## config.mk

```make
export PLATFORM = sky130hd
export DESIGN_NAME = sound_event_arbiter_flat
export DESIGN_NICKNAME = d
export VERILOG_FILES = /design/src/rtl/snd_arb_pkg.sv /design/src/rtl/sound_event_arbiter_if.sv /design/src/rtl/snd_arb_picker.sv /design/src/rtl/sound_event_arbiter.sv /design/src/flat_wrapper.sv
export SDC_FILE = /design/constraint.sdc
export NUM_CORES = 1
export LEC_CHECK = 0
export ABC_AREA = 1
export ABC_CLOCK_PERIOD_IN_PS = 2800
export BUFFER_PORTS_ARGS = -buffer_cell sky130_fd_sc_hd__buf_2
export CAP_MARGIN = 10
export CORE_AREA = 2 2 80 59
export DETAILED_ROUTE_END_ITERATION = 16
export DIE_AREA = 0 0 82 61
export PLACE_DENSITY_LB_ADDON = 0.08
export SLEW_MARGIN = 30
export SYNTH_ARGS = -nofsm -noshare
export SYNTH_HDL_FRONTEND = slang
export SYNTH_SLANG_ARGS = --single-unit
export TNS_END_PERCENT = 10
```

## constraint.sdc

```tcl
create_clock -name clk -period 2.8 [get_ports clk]
set_input_delay 0.84 -clock clk [delete_from_list [all_inputs] [get_ports clk]]
set_output_delay 0.84 -clock clk [all_outputs]
set_load 0.02 [all_outputs]
```

## src/rtl/snd_arb_pkg.sv

```systemverilog
// ----------------------------------------------------------------------------
// snd_arb_pkg
// Shared definitions for the sound event arbiter: FSM state encoding, named
// source indices, the drop counter ceiling and a saturating increment helper.
// No ports (package).
// ----------------------------------------------------------------------------
package snd_arb_pkg;

    typedef enum logic [1:0] {
        ST_IDLE = 2'd0,
        ST_PLAY = 2'd1,
        ST_GAP  = 2'd2
    } state_t;

    // Source indices; index 0 has the lowest fixed priority.
    localparam int SRC_SHOT  = 0;
    localparam int SRC_MOVE  = 1;
    localparam int SRC_KILL  = 2;
    localparam int SRC_START = 3;

    localparam logic [7:0] DROP_MAX = 8'd255;

    // Increment that sticks at DROP_MAX instead of wrapping.
    function automatic logic [7:0] sat_inc(input logic [7:0] value);
        return (value == DROP_MAX) ? value : value + 8'd1;
    endfunction

endpackage

```

## src/rtl/sound_event_arbiter_if.sv

```systemverilog
// ----------------------------------------------------------------------------
// sound_event_arbiter_if
// Bundles the event-side request pulses and the tone-generator-side outputs of
// the sound event arbiter.
//   ev_req    event pulses, one bit per source (driven by the event logic)
//   snd_sel   one-hot sound select, all-zero = silence
//   busy      arbiter is playing or in the silent gap
//   grant_id  index of the source currently/last granted
//   snd_done  one-cycle pulse on the final play cycle
//   drop_cnt  saturating count of coalesced requests
// Modports: master = event logic side, slave = arbiter side.
// ----------------------------------------------------------------------------
interface sound_event_arbiter_if #(
    parameter int N_SRC = 4,
    parameter int ID_W  = (N_SRC > 1) ? $clog2(N_SRC) : 1
);
    logic [N_SRC-1:0] ev_req;
    logic [N_SRC-1:0] snd_sel;
    logic             busy;
    logic [ID_W-1:0]  grant_id;
    logic             snd_done;
    logic [7:0]       drop_cnt;

    modport master (
        output ev_req,
        input  snd_sel,
        input  busy,
        input  grant_id,
        input  snd_done,
        input  drop_cnt
    );

    modport slave (
        input  ev_req,
        output snd_sel,
        output busy,
        output grant_id,
        output snd_done,
        output drop_cnt
    );
endinterface

```

## src/rtl/snd_arb_picker.sv

```systemverilog
// ----------------------------------------------------------------------------
// snd_arb_picker
// Combinational winner select over the pending request vector.
//   pending    in   N_SRC  sticky pending requests
//   rr_ptr     in   ID_W   round-robin start index (only with
//                          SND_ARB_ROUND_ROBIN_EN defined)
//   win_id     out  ID_W   index of the selected source
//   win_valid  out  1      at least one request is pending
// Configuration macro SND_ARB_ROUND_ROBIN_EN:
//   defined   -> search starts at rr_ptr and walks upward with wrap
//   undefined -> fixed priority, highest index wins
// ----------------------------------------------------------------------------
module snd_arb_picker #(
    parameter int N_SRC = 4,
    parameter int ID_W  = (N_SRC > 1) ? $clog2(N_SRC) : 1
) (
    input  logic [N_SRC-1:0] pending,
`ifdef SND_ARB_ROUND_ROBIN_EN
    input  logic [ID_W-1:0]  rr_ptr,
`endif
    output logic [ID_W-1:0]  win_id,
    output logic             win_valid
);

    assign win_valid = |pending;

`ifdef SND_ARB_ROUND_ROBIN_EN
    // Candidate k is (rr_ptr + k) mod N_SRC. Both operands are below N_SRC,
    // so a single conditional subtract performs the wrap.
    logic [ID_W:0]   rot_sum  [N_SRC];
    logic [ID_W-1:0] cand_idx [N_SRC];
    logic            found;

    for (genvar gi = 0; gi < N_SRC; gi++) begin : g_cand
        assign rot_sum[gi]  = {1'b0, rr_ptr} + (ID_W+1)'(gi);
        assign cand_idx[gi] = (rot_sum[gi] >= (ID_W+1)'(N_SRC))
                            ? ID_W'(rot_sum[gi] - (ID_W+1)'(N_SRC))
                            : ID_W'(rot_sum[gi]);
    end

    always_comb begin
        win_id = '0;
        found  = 1'b0;
        for (int k = 0; k < N_SRC; k++) begin
            if (!found && pending[cand_idx[k]]) begin
                win_id = cand_idx[k];
                found  = 1'b1;
            end
        end
    end
`else
    // Ascending scan: the last pending bit seen (the highest index) wins.
    always_comb begin
        win_id = '0;
        for (int i = 0; i < N_SRC; i++) begin
            if (pending[i]) begin
                win_id = ID_W'(i);
            end
        end
    end
`endif

endmodule

```

## src/rtl/sound_event_arbiter.sv

```systemverilog
// ----------------------------------------------------------------------------
// sound_event_arbiter
// Shares the single I2S tone generator among game event sources. One-cycle
// event pulses are latched as sticky pending requests; one source at a time
// is granted and its one-hot select is held for PLAY_CYCLES cycles, followed
// by GAP_CYCLES cycles of silence. There is no preemption.
// Ports:
//   clk       in   1      system clock
//   reset_n   in   1      asynchronous active-low reset
//   bus       slave modport of sound_event_arbiter_if
//             (ev_req in; snd_sel, busy, grant_id, snd_done, drop_cnt out)
// Configuration macro SND_ARB_ROUND_ROBIN_EN: round-robin arbitration when
// defined (pointer advances past each winner), fixed highest-index priority
// when undefined.
// ----------------------------------------------------------------------------
module sound_event_arbiter
    import snd_arb_pkg::*;
#(
    parameter int N_SRC       = 4,
    parameter int PLAY_CYCLES = 12_500_000,
    parameter int GAP_CYCLES  = 1_000_000,
    parameter int CNT_W       = 24
) (
    input  logic                  clk,
    input  logic                  reset_n,
    sound_event_arbiter_if.slave  bus
);

    localparam int ID_W = (N_SRC > 1) ? $clog2(N_SRC) : 1;
    localparam logic [CNT_W-1:0] PLAY_LOAD = CNT_W'(PLAY_CYCLES - 1);
    localparam logic [CNT_W-1:0] GAP_LOAD  = CNT_W'(GAP_CYCLES - 1);

    state_t            state_reg, state_next;
    logic [CNT_W-1:0]  timer_reg, timer_next;
    logic [N_SRC-1:0]  pending_reg, pending_next;
    logic [N_SRC-1:0]  snd_sel_reg, snd_sel_next;
    logic [ID_W-1:0]   grant_id_reg, grant_id_next;
    logic [7:0]        drop_cnt_reg, drop_cnt_next;

    logic [ID_W-1:0]   win_id;
    logic              win_valid;
    logic [N_SRC-1:0]  win_onehot;
    logic [N_SRC-1:0]  clear_mask;
    logic              grant;

`ifdef SND_ARB_ROUND_ROBIN_EN
    logic [ID_W-1:0]   rr_ptr_reg, rr_ptr_next;
`endif

    snd_arb_picker #(
        .N_SRC (N_SRC),
        .ID_W  (ID_W)
    ) u_picker (
        .pending   (pending_reg),
`ifdef SND_ARB_ROUND_ROBIN_EN
        .rr_ptr    (rr_ptr_reg),
`endif
        .win_id    (win_id),
        .win_valid (win_valid)
    );

    for (genvar gi = 0; gi < N_SRC; gi++) begin : g_onehot
        assign win_onehot[gi] = (win_id == ID_W'(gi));
    end

    always_comb begin
        state_next    = state_reg;
        timer_next    = timer_reg;
        snd_sel_next  = snd_sel_reg;
        grant_id_next = grant_id_reg;
        drop_cnt_next = drop_cnt_reg;
        clear_mask    = '0;
        grant         = 1'b0;
`ifdef SND_ARB_ROUND_ROBIN_EN
        rr_ptr_next   = rr_ptr_reg;
`endif

        unique case (state_reg)
            ST_IDLE: begin
                if (win_valid) begin
                    grant = 1'b1;
                end
            end
            ST_PLAY: begin
                if (timer_reg == '0) begin
                    state_next   = ST_GAP;
                    timer_next   = GAP_LOAD;
                    snd_sel_next = '0;
                end else begin
                    timer_next = timer_reg - 1'b1;
                end
            end
            ST_GAP: begin
                // On the last gap cycle a waiting request is granted straight
                // away so no idle cycle is inserted between sounds.
                if (timer_reg == '0) begin
                    if (win_valid) begin
                        grant = 1'b1;
                    end else begin
                        state_next = ST_IDLE;
                    end
                end else begin
                    timer_next = timer_reg - 1'b1;
                end
            end
            default: begin
                state_next   = ST_IDLE;
                snd_sel_next = '0;
            end
        endcase

        if (grant) begin
            state_next    = ST_PLAY;
            timer_next    = PLAY_LOAD;
            snd_sel_next  = win_onehot;
            grant_id_next = win_id;
            clear_mask    = win_onehot;
`ifdef SND_ARB_ROUND_ROBIN_EN
            rr_ptr_next   = (win_id == ID_W'(N_SRC - 1)) ? '0 : win_id + 1'b1;
`endif
        end

        // A pulse arriving while its bit is being cleared by this grant is a
        // fresh request: it re-sets the bit and is not counted as a drop.
        pending_next = (pending_reg & ~clear_mask) | bus.ev_req;
        if (|(bus.ev_req & pending_reg & ~clear_mask)) begin
            drop_cnt_next = sat_inc(drop_cnt_reg);
        end
    end

    always_ff @(posedge clk or negedge reset_n) begin
        if (!reset_n) begin
            state_reg    <= ST_IDLE;
            timer_reg    <= '0;
            pending_reg  <= '0;
            snd_sel_reg  <= '0;
            grant_id_reg <= '0;
            drop_cnt_reg <= '0;
        end else begin
            state_reg    <= state_next;
            timer_reg    <= timer_next;
            pending_reg  <= pending_next;
            snd_sel_reg  <= snd_sel_next;
            grant_id_reg <= grant_id_next;
            drop_cnt_reg <= drop_cnt_next;
        end
    end

`ifdef SND_ARB_ROUND_ROBIN_EN
    always_ff @(posedge clk or negedge reset_n) begin
        if (!reset_n) begin
            rr_ptr_reg <= '0;
        end else begin
            rr_ptr_reg <= rr_ptr_next;
        end
    end
`endif

    // snd_sel comes straight from a register so the tone generator never sees
    // decode glitches; the async reset silences it immediately.
    assign bus.snd_sel  = snd_sel_reg;
    assign bus.busy     = (state_reg != ST_IDLE);
    assign bus.grant_id = grant_id_reg;
    assign bus.snd_done = (state_reg == ST_PLAY) && (timer_reg == '0);
    assign bus.drop_cnt = drop_cnt_reg;

endmodule

```

## src/flat_wrapper.sv

```systemverilog
// flat-port wrapper written by rule: the top's interface ports become plain ports
module sound_event_arbiter_flat import snd_arb_pkg::*;
#(
    parameter int N_SRC       = 4,
    parameter int PLAY_CYCLES = 12_500_000,
    parameter int GAP_CYCLES  = 1_000_000,
    parameter int CNT_W       = 24
)
  (clk, reset_n, bus_ev_req, bus_snd_sel, bus_busy, bus_grant_id, bus_snd_done, bus_drop_cnt);
  sound_event_arbiter_if #(.N_SRC(N_SRC), .ID_W(2)) bus_i ();
  input  logic clk;
  input  logic reset_n;
  input wire logic [$bits(bus_i.ev_req)-1:0] bus_ev_req;
  output wire logic [$bits(bus_i.snd_sel)-1:0] bus_snd_sel;
  output wire logic [$bits(bus_i.busy)-1:0] bus_busy;
  output wire logic [$bits(bus_i.grant_id)-1:0] bus_grant_id;
  output wire logic [$bits(bus_i.snd_done)-1:0] bus_snd_done;
  output wire logic [$bits(bus_i.drop_cnt)-1:0] bus_drop_cnt;
  assign bus_i.ev_req = bus_ev_req;
  assign bus_snd_sel = bus_i.snd_sel;
  assign bus_busy = bus_i.busy;
  assign bus_grant_id = bus_i.grant_id;
  assign bus_snd_done = bus_i.snd_done;
  assign bus_drop_cnt = bus_i.drop_cnt;
  sound_event_arbiter #(.N_SRC(N_SRC), .PLAY_CYCLES(PLAY_CYCLES), .GAP_CYCLES(GAP_CYCLES), .CNT_W(CNT_W)) u_core (.clk(clk), .reset_n(reset_n), .bus(bus_i));
endmodule
```

==> results summary <==
The critical path is of the reg -> out type. The cell count after synthesis is ~330. The final worst-path cycle share came out at 0.942. Counting flops and latches in the post-synthesis netlist gives 44. The cell internal power dissipation came out at 1.01 mW. In this run the vertical extent of the chip is 61 um. The synthesized netlist occupies a cell area of around 2600 um^2. For the pin with the worst max-slew slack, the measured transition is 0.562 ns. The core area is about 4200 um^2. The number of hold violations in the final report came to 0. The total routing resource utilization after global routing came out at 0.263.

In the routed design, unresolved DRC markers number 0. TritonCTS built the clock tree. The setup TNS after final layout is 0 ns. The layout overhead on the synthesized area came out at 10.4%. The largest driver fanout on the critical path came out at 6. The max-slew headroom at the worst pin came out at 0.621. By area the synthesized netlist is led by dfrtp_1 42%, nand2_1 9.7%, inv_1 5.7%, nor2_1 5.3%, xor2_1 5.0%. The fraction of synthesized cell area taken by the top area cell type is 0.418. The die covers 5000 um^2. The run finished with clean final reports. The kind of end point of the critical path is an output pin.

The worst IR drop on VDD came out at 0.000324 V. The number of input and output port buffers inserted is 21. The register-to-register path setup slack is roughly 0.5 ns. In the layout the commonest cells are 68 x nand2_1, 44 x dfrtp_1, 40 x inv_1. The slowest stage of the critical path belongs to the cell dfrtp_1.

The average vias per placed instance came out at roughly 5.5. The number of hold-repair buffers added at the cts stage is 0. The worst endpoint required time came out at between 1.5 and 2 ns.

The cell area reported after detailed placement came out at roughly 2800 um^2. The total I/O pin count is 22. The kind of launch point of the worst setup path is a register. Static timing analysis puts the maximum clock frequency at roughly 380 MHz. Walking the worst path, the cells encountered are inv_1 > ha_1 > nand2_1 > nor2_4 > nand3_1 > nor2_1 > buf_2. The final weighted congestion in routability-driven placement is between 0.9 and 1.

The endpoint identified for the worst register-to-register timing path is u_core.timer_reg[19]. The number of nets in the synthesized netlist is ~350. Setup repair after global routing left no endpoint under its margin.

The final number of max-transition violations is 0. Leaving out fill and tap cells, the most frequent cell in the layout is nand2_1. The initial DRC count came out at ~170. The first-pass GRT wire length is ~10 mm. The number of endpoints failing setup at the final stage is 0. The floorplan row count is 20. The width of the die came out at about 82 um.

The worst register-to-register path begins at u_core.timer_reg[0]. The type of the tightest min-delay check is reg -> reg. The number of antenna diodes in the final layout is 0.

The fraction of final layout cells with drive strength greater than 1 came out at 0.163. The number of synthesized flops with an enable pin came out at 0. The clock latency on the worst-skew pair came out at about 0.30 ns. The leakage power of the design came out at roughly 1.4 nW. The combinational cell fraction of total power came out at 0.183. The clock edge transition at the registers on the reported setup and hold paths came out at 0.08 ns. The critical path starts at u_core.timer_reg[0]. The count of instances resized after the clock tree is built came out at 0. The fraction of registers with async set/reset is 1.00. The post-detailed-route count of antenna-violating nets is 0.

The setup clock skew after layout came out at around 0.0069 ns. The total congestion overflow after global routing is 0. The root buffer cell is clkbuf_8. The initial antenna violation count is 0.

The net switching share of the total power came out at 0.301. The pin count of the biggest net entering global routing is 26. The final critical delay including setup and external delays came out at about 2.6 ns. The cell accounting for the most synthesized area is dfrtp_1. The cell count of the worst reg-to-reg path is 13. The final cell area excluding filler cells came out at 2910 um^2.

The maximum single-stage delay on the critical path is around 0.40 ns. The share of total power dissipated in sequential elements is 0.513. The initial standard-cell utilization of the core came out at 0.627. The analysis attributes to net switching a power of about 0.43 mW.

The number of clock buffers inserted by TritonCTS is 5. The power density relative to cell area came out at about 500 nW/um^2. The number of max-cap violations came out at 0. The final wirelength came out at roughly 5.8 mm. Following the worst setup path forward leads to its endpoint at bus_snd_done. The number of nets in the layout is between 300 and 400. The flip-flop count of the largest register, all copies and words added came out at 24. The final routed wire length divided by cell count came out at around 14 um.

The number of global-route vias before repair is 2017. The number of clock sinks is 44. The detailed placement HPWL is 4.34 mm.

The post-CTS setup buffer count came out at 0. The detailed-router iteration count before antenna repair came out at 6. The maximum buffer depth of the clock tree is 2. The H-tree level count is 2. The share of total power dissipated in the clock network is 0.304. Data arrives at the worst endpoint at 1.80 ns. After synthesis, the mean cell area works out to around 7.9 um^2.

The total number of vias came out at 2298. For this run, the register share of the synthesized area comes to 0.418. For this run, the number of Yosys warnings is 0. The number of distinct standard cells referenced by the synthesized netlist is 39.

In the synthesized netlist the dominant register cell turns out to be dfrtp_1.
## synth_stat cells (3+ instances only)
cell,count
a21oi_1,12
dfrtp_1,44
ha_1,6
inv_1,40
nand2_1,68
nand2_2,4
nand2_4,4
nand3_1,23
nand4_1,4
nor2_1,37
nor2_2,5
nor3_1,10
o211ai_1,3
o21ai_0,22
o311ai_0,3
or2_2,4
xor2_1,15
## area by class of cell
class | count | area, um^2
clock buffers | 7 | 96.3
fillers | 333 | 1290
inverters | 42 | 158
multi-input cells | 244 | 1360
flip-flops and latches | 44 | 1100
well taps | 55 | 68.8
repair buffers | 24 | 128
## stage by stage
stage	util	hold slack (ns)	std cells	total power [mW]	setup WS (ns)
floorplan	-	0.473	334	0.928	0.613
global placement	0.670	0.491	409	1.01	0.539
detailed placement	0.670	0.483	409	1.02	0.502
CTS	0.693	0.508	416	1.45	0.172
global route	0.693	0.532	416	1.52	0.0422
finish	0.693	0.504	416	1.44	0.162
## power groups by stage
stage | sequential, mW | clock (mW) | combinational [mW]
2_1_floorplan | 0.802 | 0 | 0.125
3_3_place_gp | 0.751 | 0 | 0.262
3_5_place_dp | 0.754 | 0 | 0.267
4_1_cts | 0.741 | 0.442 | 0.268
5_1_grt | 0.752 | 0.469 | 0.304
6_report | 0.740 | 0.438 | 0.265
## critical path: cells and delay by family, from the launching register on
kind | cells | cell delay (ns)
adders and majority gates | 1 | 0.19
buffers and inverters | 2 | 0.28
DFF | 1 | 0.40
and+or+nand+nor | 4 | 0.63
## how the worst min path moves through the flow
| stage | startpoint | end | slack (ns) | cells after the start |
|---|---|---|---|---|
| finish | u_core.bus.snd_sel[2] | u_core.bus.snd_sel[2] | 0.50 | 2 |
| floorplan | u_core.timer_reg[2] | u_core.timer_reg[2] | 0.47 | 2 |
| global route | u_core.bus.snd_sel[2] | u_core.bus.snd_sel[2] | 0.53 | 2 |
| global placement | u_core.bus.snd_sel[1] | u_core.bus.snd_sel[1] | 0.49 | 2 |
| detailed placement | u_core.bus.grant_id[0] | u_core.bus.grant_id[0] | 0.48 | 2 |
| CTS | u_core.bus.snd_sel[2] | u_core.bus.snd_sel[2] | 0.51 | 2 |
## routing by layer
| layer | wire length, um | vias to the layer above | global-route usage |
|---|---|---|---|
| li1 | - | 1139 | - |
| met1 | 3050 | 1071 | 0.416 |
| met2 | 2300 | 80 | 0.353 |
| met3 | 405 | 8 | 0.0625 |
| met4 | 78 | 0 | 0.0786 |
| met5 | 0 | - | 0 |
## cell families (layout without fill, tap and decap cells)
kind of cell | after synthesis | in the layout | synth area share
and+or+nand+nor | 169 | 169 | 0.311
adders and majority gates | 6 | 6 | 0.0285
AOI/OAI and AO/OA | 52 | 52 | 0.120
xor gates and xnor gates | 17 | 17 | 0.0565
buffers and inverters | 46 | 73 | 0.0664
DFF | 44 | 44 | 0.418
Power figures use the tool's default switching activity.
